[config.mk]
export PLATFORM = sky130hd
export DESIGN_NAME = frame_buffer_arbiter
export DESIGN_NICKNAME = d
export VERILOG_FILES = /design/src/rtl/fb_pkg.sv /design/src/rtl/pixel_write_fifo.sv /design/src/rtl/frame_buffer_arbiter.sv
export SDC_FILE = /design/constraint.sdc
export NUM_CORES = 1
export LEC_CHECK = 0
export CAP_MARGIN = 40
export CORE_UTILIZATION = 43
export DETAILED_ROUTE_END_ITERATION = 10
export GPL_TIMING_DRIVEN = 0
export PLACE_DENSITY = 0.6
export SLEW_MARGIN = 20
export SYNTH_ARGS = -nofsm -noshare
export SYNTH_HDL_FRONTEND = slang
export SYNTH_SLANG_ARGS = --single-unit
export TNS_END_PERCENT = 1
[constraint.sdc]
create_clock -name Clk -period 4.3 [get_ports Clk]
set_input_delay 0.645 -clock Clk [delete_from_list [all_inputs] [get_ports Clk]]
set_output_delay 0.645 -clock Clk [all_outputs]
set_load 0.01 [all_outputs]
[src/rtl/fb_pkg.sv]
// fb_pkg: shared constants, FSM states and the queued-write record for the frame buffer arbiter.
package fb_pkg;
    localparam int H_RES      = 640;
    localparam int V_RES      = 480;
    localparam int PIX_W      = 5;
    localparam int ADDR_W     = 19;
    localparam int FIFO_DEPTH = 16;
    localparam logic [PIX_W-1:0] KEY_PIX   = 5'h15;
    localparam logic [PIX_W-1:0] CLEAR_PIX = 5'h01;

    typedef enum logic [1:0] {IDLE, DRAIN, CLEAR} fb_arb_state_e;

    typedef struct packed {
        logic [ADDR_W-1:0] addr;
        logic [PIX_W-1:0]  pix;
    } fb_wr_t;

    function automatic logic [ADDR_W-1:0] pixAddr(input logic [9:0] x, input logic [9:0] y, input int hRes);
        return ADDR_W'(x) + ADDR_W'(y) * ADDR_W'(hRes);
    endfunction
endpackage

[src/rtl/pixel_write_fifo.sv]
// pixel_write_fifo: synchronous queue of pending pixel writes with registered full/empty flags.
module pixel_write_fifo
    import fb_pkg::*;
#(
    parameter int DEPTH = 16
) (
    input  logic   Clk,
    input  logic   Reset,
    input  logic   push,
    input  logic   pop,
    input  fb_wr_t pushData,
    output fb_wr_t popData,
    output logic   full,
    output logic   empty
);
    localparam int AW = $clog2(DEPTH);
    localparam logic [AW:0] FULL_CNT = (AW+1)'(DEPTH);

    fb_wr_t mem [DEPTH];
    logic [AW-1:0] wrPtr, rdPtr;
    logic [AW:0] count, countNext;
    logic doPush, doPop;

    // A push while full is refused even if a pop happens in the same cycle.
    assign doPush = push && !full;
    assign doPop = pop && !empty;
    assign popData = mem[rdPtr];
    assign countNext = count + (AW+1)'(doPush) - (AW+1)'(doPop);

    always_ff @(posedge Clk) begin
        if (doPush)
            mem[wrPtr] <= pushData;
    end

    always_ff @(posedge Clk) begin
        if (Reset) begin
            wrPtr <= '0;
            rdPtr <= '0;
            count <= '0;
            full <= 1'b0;
            empty <= 1'b1;
        end else begin
            wrPtr <= doPush ? wrPtr + 1'b1 : wrPtr;
            rdPtr <= doPop ? rdPtr + 1'b1 : rdPtr;
            count <= countNext;
            full <= countNext == FULL_CNT;
            empty <= countNext == '0;
        end
    end
endmodule

[src/rtl/frame_buffer_arbiter.sv]
// frame_buffer_arbiter: shares the frame RAM between scanout reads and queued draw writes / clears,
// committing writes only during blanking.
module frame_buffer_arbiter #(
    parameter int H_RES      = fb_pkg::H_RES,
    parameter int V_RES      = fb_pkg::V_RES,
    parameter int FIFO_DEPTH = fb_pkg::FIFO_DEPTH
) (
    input  logic                      Clk,
    input  logic                      Reset,
    input  logic                      blank,
    input  logic [9:0]                DrawX,
    input  logic [9:0]                DrawY,
    input  logic                      wr_valid,
    output logic                      wr_ready,
    input  logic [9:0]                wr_x,
    input  logic [9:0]                wr_y,
    input  logic [fb_pkg::PIX_W-1:0]  wr_pix,
    input  logic                      clear_req,
    output logic                      clear_busy,
    output logic                      ram_we,
    output logic [fb_pkg::ADDR_W-1:0] ram_waddr,
    output logic [fb_pkg::PIX_W-1:0]  ram_wdata,
    output logic [fb_pkg::ADDR_W-1:0] ram_raddr,
    input  logic [fb_pkg::PIX_W-1:0]  ram_rdata,
    output logic [fb_pkg::PIX_W-1:0]  pixel_out
);
    import fb_pkg::*;

    localparam logic [ADDR_W-1:0] LAST_ADDR = ADDR_W'(H_RES * V_RES - 1);

    fb_arb_state_e state, stateNext;
    fb_wr_t wrEntry, headEntry;
    logic fifoFull, fifoEmpty, push, pop, inRange;
    logic weNext, clearBusyNext;
    logic [ADDR_W-1:0] waddrNext, clrCnt, clrCntNext;
    logic [PIX_W-1:0] wdataNext;

    assign ram_raddr = pixAddr(DrawX, DrawY, H_RES);
    assign pixel_out = ram_rdata;
    assign wr_ready = !fifoFull;

    // Transparent or off-screen requests complete the handshake but never reach the queue.
    assign inRange = (32'(wr_x) < H_RES) && (32'(wr_y) < V_RES);
    assign push = wr_valid && wr_ready && inRange && (wr_pix != KEY_PIX);
    assign wrEntry = '{addr: pixAddr(wr_x, wr_y, H_RES), pix: wr_pix};

    pixel_write_fifo #(.DEPTH(FIFO_DEPTH)) writeQueue (
        .Clk      (Clk),
        .Reset    (Reset),
        .push     (push),
        .pop      (pop),
        .pushData (wrEntry),
        .popData  (headEntry),
        .full     (fifoFull),
        .empty    (fifoEmpty)
    );

    always_comb begin
        stateNext = state;
        pop = 1'b0;
        weNext = 1'b0;
        waddrNext = ram_waddr;
        wdataNext = ram_wdata;
        clrCntNext = clrCnt;
        clearBusyNext = clear_busy || clear_req;
        case (state)
            IDLE:
                stateNext = (clear_busy && blank) ? CLEAR : (!fifoEmpty && blank) ? DRAIN : IDLE;
            DRAIN:
                if (fifoEmpty || !blank || clear_busy) begin
                    stateNext = IDLE;
                end else begin
                    pop = 1'b1;
                    weNext = 1'b1;
                    waddrNext = headEntry.addr;
                    wdataNext = headEntry.pix;
                end
            CLEAR:
                if (blank) begin
                    weNext = 1'b1;
                    waddrNext = clrCnt;
                    wdataNext = CLEAR_PIX;
                    clrCntNext = (clrCnt == LAST_ADDR) ? '0 : clrCnt + 1'b1;
                    clearBusyNext = clrCnt != LAST_ADDR;
                    stateNext = (clrCnt == LAST_ADDR) ? IDLE : CLEAR;
                end
            default:
                stateNext = IDLE;
        endcase
    end

    always_ff @(posedge Clk) begin
        if (Reset) begin
            state <= IDLE;
            ram_we <= 1'b0;
            ram_waddr <= '0;
            ram_wdata <= '0;
            clrCnt <= '0;
            clear_busy <= 1'b0;
        end else begin
            state <= stateNext;
            ram_we <= weNext;
            ram_waddr <= waddrNext;
            ram_wdata <= wdataNext;
            clrCnt <= clrCntNext;
            clear_busy <= clearBusyNext;
        end
    end
endmodule

---- Yosys cells after proc, flatten, opt, wreduce, memory -nomap -nowiden ----
Memories as Yosys holds them, arrays and structs flattened. A register that Yosys moved wholly into a read port is not among the register bits.
Index checks and enable logic that the tools add are counted.
word-level totals
  flip-flop bits (word level) ............. 62
  memory bits (writable) .................. 384
  input bits .............................. 55
  output and inout bits ................... 51
  word-level logic and storage cells ...... 75
  memories kept ........................... 1
memory list
  name            depth  bits a word  read ports  clocked after memory_dff  wr ports  line                    RTL
  writeQueue.mem  16     24           1           1                         1         pixel_write_fifo.sv:19  fb_wr_t mem [DEPTH];
operators by class
  add/sub/neg operators ................... 7
  $mul .................................... 2
  $lt $le $gt $ge ......................... 2
  equal/unequal tests ..................... 9
  multiplexer cells ....................... 23
  reduce and logical (&&, ||, !) cells .... 20
operator list
  kind                                                                   number
  19-bit two-way mux                                                     3
  10-bit by 19-bit adder with 19-bit output                              2
  19-bit one-hot mux with 2 select lines                                 1
  10-bit by 3-bit multiplier with 12-bit output, second input constant   2
  19-bit by 1-bit adder with 19-bit output, second input constant        1
  19-bit equality test, second input constant                            1
  19-bit inequality test, second input constant                          1
  10-bit < comparator, second input constant                             1
  10-bit by 9-bit < comparator with 1-bit output, second input constant  1
  5-bit two-way mux                                                      2
  5-bit one-hot mux with 2 select lines                                  1
  4-bit by 1-bit adder with 4-bit output, second input constant          2
  1-bit logical AND                                                      8
  1-bit two-way mux                                                      8
  2-bit two-way mux                                                      4
  4-bit two-way mux                                                      2
  2-bit inequality test, second input constant                           3
  2-bit one-hot mux with 3 select lines                                  1
  5-bit by 1-bit adder with 5-bit output                                 1
  5-bit equality test, second input constant                             1
  5-bit logical NOT                                                      1
  5-bit inequality test, second input constant                           1
  5-bit by 1-bit subtractor with 5-bit output                            1
  2-bit AND reduction                                                    2
  8 further kinds                                                        12

---- Longest topological paths before layout ----
  word-level depth ........................ 8
  mapped depth ............................ 13
  gate-level depth less buffers ........... 13

---- By module ----
Synthesis repeated with hierarchy kept, for this count alone.
unflattened totals
  cells, all modules ...................... 1,141
  area total of the unflattened synthesis .. 18,926.9 um^2
modules (own cells, without submodules)
  module                instances  cells an instance  area each (um^2)  seq. area each (um^2)
  pixel_write_fifo      1          702                15,279.7          11,911.4
  frame_buffer_arbiter  1          439                3,647.2           940.9

---- Worst setup path before layout ----
OpenSTA, ideal clock, no wires.
  kind .................................... input port to flip-flop
  from .................................... input port wr_x[8]
  to ...................................... memory writeQueue.mem[3][0] (netlist bit), enable pin
  setup time .............................. 0.435 ns
  data arrival time ....................... 3.119 ns
  data required time ...................... 3.865 ns
  path slack .............................. 0.746 ns
  cell stages on the path ................. 5
  buffers on the path ..................... 0
  path through ............................ o21ai_0 -> nand4_1 -> a31oi_2 -> nand2_1 -> nor3_1
on the way
  cells in the longest elaborated chain, start to end .. 7
ends and longest elaborated chain
  item                                     line                        RTL
  from (decl)                              frame_buffer_arbiter.sv:15  input logic [9:0] wr_x,
  10-bit < comparator                      frame_buffer_arbiter.sv:43  assign inRange = (32'(wr_x) < H_RES) && (32'(wr_y) < V_RES);
  1-bit logical AND                        frame_buffer_arbiter.sv:43
  1-bit logical AND (2 in a row)           frame_buffer_arbiter.sv:44  assign push = wr_valid && wr_ready && inRange && (wr_pix != KEY_PIX);
  1-bit logical AND                        pixel_write_fifo.sv:25      assign doPush = push && !full;
  net writeQueue.doPush                    pixel_write_fifo.sv:22      logic doPush, doPop;
  1-bit two-way mux                        pixel_write_fifo.sv:31      if (doPush)
  1-bit two-way mux (not written as such)  pixel_write_fifo.sv:32      mem[wrPtr] <= pushData;
  to (decl)                                pixel_write_fifo.sv:19
The timed path passes the listed nets, and every way through them passes these cells.

---- Worst setup path in the final report ----
  from .................................... input port DrawY[1]
  to ...................................... output port ram_raddr[18] (netlist bit)
on the way
  cells in the longest elaborated chain, start to end .. 2
ends and longest elaborated chain
  item                                           line                        RTL
  from (decl)                                    frame_buffer_arbiter.sv:12  input logic [9:0] DrawY,
  10-bit by 3-bit multiplier with 12-bit output  fb_pkg.sv:19                return ADDR_W'(x) + ADDR_W'(y) * ADDR_W'(hRes);
  10-bit by 19-bit adder with 19-bit output      fb_pkg.sv:19
  to (decl)                                      frame_buffer_arbiter.sv:23  output logic [fb_pkg::ADDR_W-1:0] ram_raddr,
Every way passes these cells.

==> results.md <==
- Mapped Cells: 1090
- Final GP Congestion: 0.835
- Hold buffers post-CTS: 0
- Post-synth ARST share: 0%
- Worst-path clk slew: 0.06 ns
- DPL Wire Length: about 30000 µm
- Max Root-Sink Buffers: 3
- Seq/Total Area, Yosys: slightly below 70%
- Die area: 44700 µm²
- DR iter-0 viols: 931
- Status: completed
- Power Density: between 400 and 500 nW/µm²
- CP max FO: 3
- CP Launch Type: input port
- Largest net degree at the start of global routing: 19
- GRT busiest layer: met2
- Wire per inst: 23.3 µm
- Clk root buf: clkbuf_16
- Mapped cell area: 18900 µm²
- Synth top area share: about three fifths
- Largest area contributor in the netlist: edfxtp_1
- GRT Util Overall: approximately a fifth
- Chip width: about 210 µm
- I/O pin count: between 100 and 150
- HP Start: Reset
- First-pass DRT Iterations: 5
- Net Count, Synth: ~1200
- Initial antenna violation count: 0
- Final Cycle Share: 96.2%
- Met1 Resource Use GR: 28.1%
- Detail Route Antenna Nets: 0
- Synth Register Bits: 450
- CP arrival: 3.49 ns
- DR vias: roughly 10000
- CTS tree: yes
- Kind of critical path: input port to primary output
- First-pass GRT wire length: about 66000 µm
- Reg2Reg Launch Point: writeQueue.full
- Syn Area/Cell: around 17 µm²
- Vias in the first global route: 10600
- Slew Viols, Final: 0
- Met2 GRT Util: 33.1%
- Clk_skew: about 0.017 ns
- Share of layout cells above drive strength 1: 22.3%
- Max cap viols: 0
- WP data required: around 3.7 ns
- R2R Setup Slk: 1.09 ns
- Post-route DRC: 0
- Main synth FF type: edfxtp_1
- P&R area growth vs syn: 20.4%
- GRT overflow: 0
- LEAKAGE: between 7 and 8 nW
- H-Tree Depth: 2
- VDD IR-drop max: ~0.25 mV
- Final wirelength: 44200 µm
- Endpoints failing setup: 0
- Hold depth: 2
- Main area contributors after synthesis: edfxtp_1, mux4_2, dfxtp_1
- Layout net count: 1388
- Clk sink count: 450
- Relative slew slack: a little over two fifths
- Post-synthesis cell type count: 46
- Least-Margin Pin Slew: roughly 0.85 ns
- Reg-to-Reg End: writeQueue.mem[0][18]
- Diodes inserted: 0
- Post-synth EDFFs: 384
- TritonCTS buffer count: 46
- Die H: between 200 and 250 µm
- Final Util: 52.6%
- Reg2Reg Depth: 7
- Worst setup EP type: primary output
- Worst hold path type: input port to flop
- WHS Endpoint: writeQueue.count[0]
- Starting Density: 43.7%
- Grt met3 use: 2.83%
- Via density: 5.49
- Period minus WS final: slightly above 4 ns
- Port Buffers: 91
- Pwr Total: a little under 0.01 W
- Later-pin clock latency in the skew report: about 0.57 ns
- Core Footprint: 43200 µm²
- Core Rows: 76
- F_max: 242 MHz
- Synth warnings: 0
- Worst Setup SP: DrawY[1]
- Final Hold Fails: 0
[state kept, by name, indices dropped and copies added (netlist names), named ones only]
signal and flops:
clear_busy 1, clrCnt 19, ram_waddr 19, ram_wdata 5, ram_we 1, state 2
writeQueue.count 5, writeQueue.empty 1, writeQueue.full 1, writeQueue.mem 384, writeQueue.rdPtr 4, writeQueue.wrPtr 4
[routing by layer]
| metal | part of all wire, % | vias up |
|---|---|---|
| met4 | 3.1 | 0 |
| met1 | 44 | 5361 |
| met2 | 48 | 318 |
| li1 | - | 4637 |
| met5 | 0 | - |
| met3 | 5.0 | 90 |
[critical path: stages]
cell,delay (ns)
clkdlybuf4s50_1,0.47
ha_1,0.32
ha_1,0.23
fa_2,0.38
a21oi_2,0.15
o21bai_1,0.08
xor2_1,0.26
nand4_1,0.18
buf_4,0.18
nor3_2,0.17
xor2_1,0.15
dlygate4sd2_1,0.28
[how the worst max path moves through the flow]
stage	end	slack, ns
3_5_place_dp	ram_raddr[18]	-0.25
4_1_cts	ram_raddr[16]	0.004
6_report	ram_raddr[18]	0.16
5_1_grt	ram_raddr[18]	-0.06
3_3_place_gp	writeQueue.mem[3][20]	-2.71
2_1_floorplan	writeQueue.mem[3][0]	0.75
[per-stage QoR]
step	setup TNS (ns)	hold WS (ns)	setup WS [ns]	cells	cell area (µm²)
global route	-0.0556	0.472	-0.0556	1895	22700
detailed placement	-0.699	0.468	-0.253	1804	21100
CTS	0	0.447	0.00400	1889	22600
floorplan	0	0.449	0.746	1090	18900
finish	0	0.458	0.165	1895	22700
global placement	-556.52	0.466	-2.71	1766	20500
[logic make-up (layout without fill, tap and decap cells)]
group           count (synthesis)  count (layout)  synth area share, %
mux                           122             122                 14.2
simple gates                  210             210                 5.05
xor+xnor                       60              60                 2.79
fa+ha+maj                      57              57                 3.98
flops                         450             450                 68.2
buf+inv                        89             309                 2.43
compound gates                102             102                 3.42
[final cells by class]
| type | count | area (µm²) |
|---|---|---|
| clock inverters | 25 | 248 |
| clock buffers | 57 | 1210 |
| inverters | 29 | 109 |
| well taps | 585 | 732 |
| plain buffers | 60 | 350 |
| repair buffers | 138 | 1490 |
| flip-flops and latches | 450 | 12900 |
| multi-input cells | 551 | 5710 |
| fillers | 3524 | 20500 |
[layout by cell type (no fill, tap or decap), drive strengths merged, types with 3 or more instances in the layout]
| cell type | count |
|---|---|
| clkdlybuf4s50 | 87 |
| a211oi | 24 |
| mux2i | 6 |
| dfxtp | 66 |
| clkbuf | 80 |
| nand4 | 10 |
| nor3 | 14 |
| fa | 5 |
| and3 | 8 |
| nand2b | 5 |
| nand2 | 50 |
| xnor2 | 32 |
| mux4 | 116 |
| buf | 84 |
| bufinv | 5 |
| and2 | 5 |
| a21o | 9 |
| clkinv | 18 |
| nor2b | 6 |
| o21ai | 12 |
| nand3 | 16 |
| nor2 | 87 |
| dlygate4sd2 | 3 |
| a22oi | 4 |
| inv | 30 |
| a21oi | 42 |
| xor2 | 28 |
| ha | 52 |
| edfxtp | 384 |
[where the power goes]
part,internal [W],switching (W)
sequential,0.00492,0.0000257
combinational,0.000400,0.000532
clock,0.00230,0.00163
total,0.00761,0.00219
[synth_stat cells (all sizes together), types with 9 or more instances]
master	instances
mux4	116
nor2	87
nand2	50
edfxtp	384
o21ai	12
clkbuf	22
xor2	28
a21oi	42
inv	29
a211oi	24
ha	52
a21o	9
nor3	14
nand4	10
dfxtp	66
buf	38
nand3	16
xnor2	32
[repair_timing]
action / CTS / global route
buffers inserted: 3 / 4
pin swaps: 3 / 2
hold endpoints to repair: 0 / 0
resized for setup: 8 / 5
endpoints found under the setup margin: 4 / 4
Power figures use the tool's default switching activity.
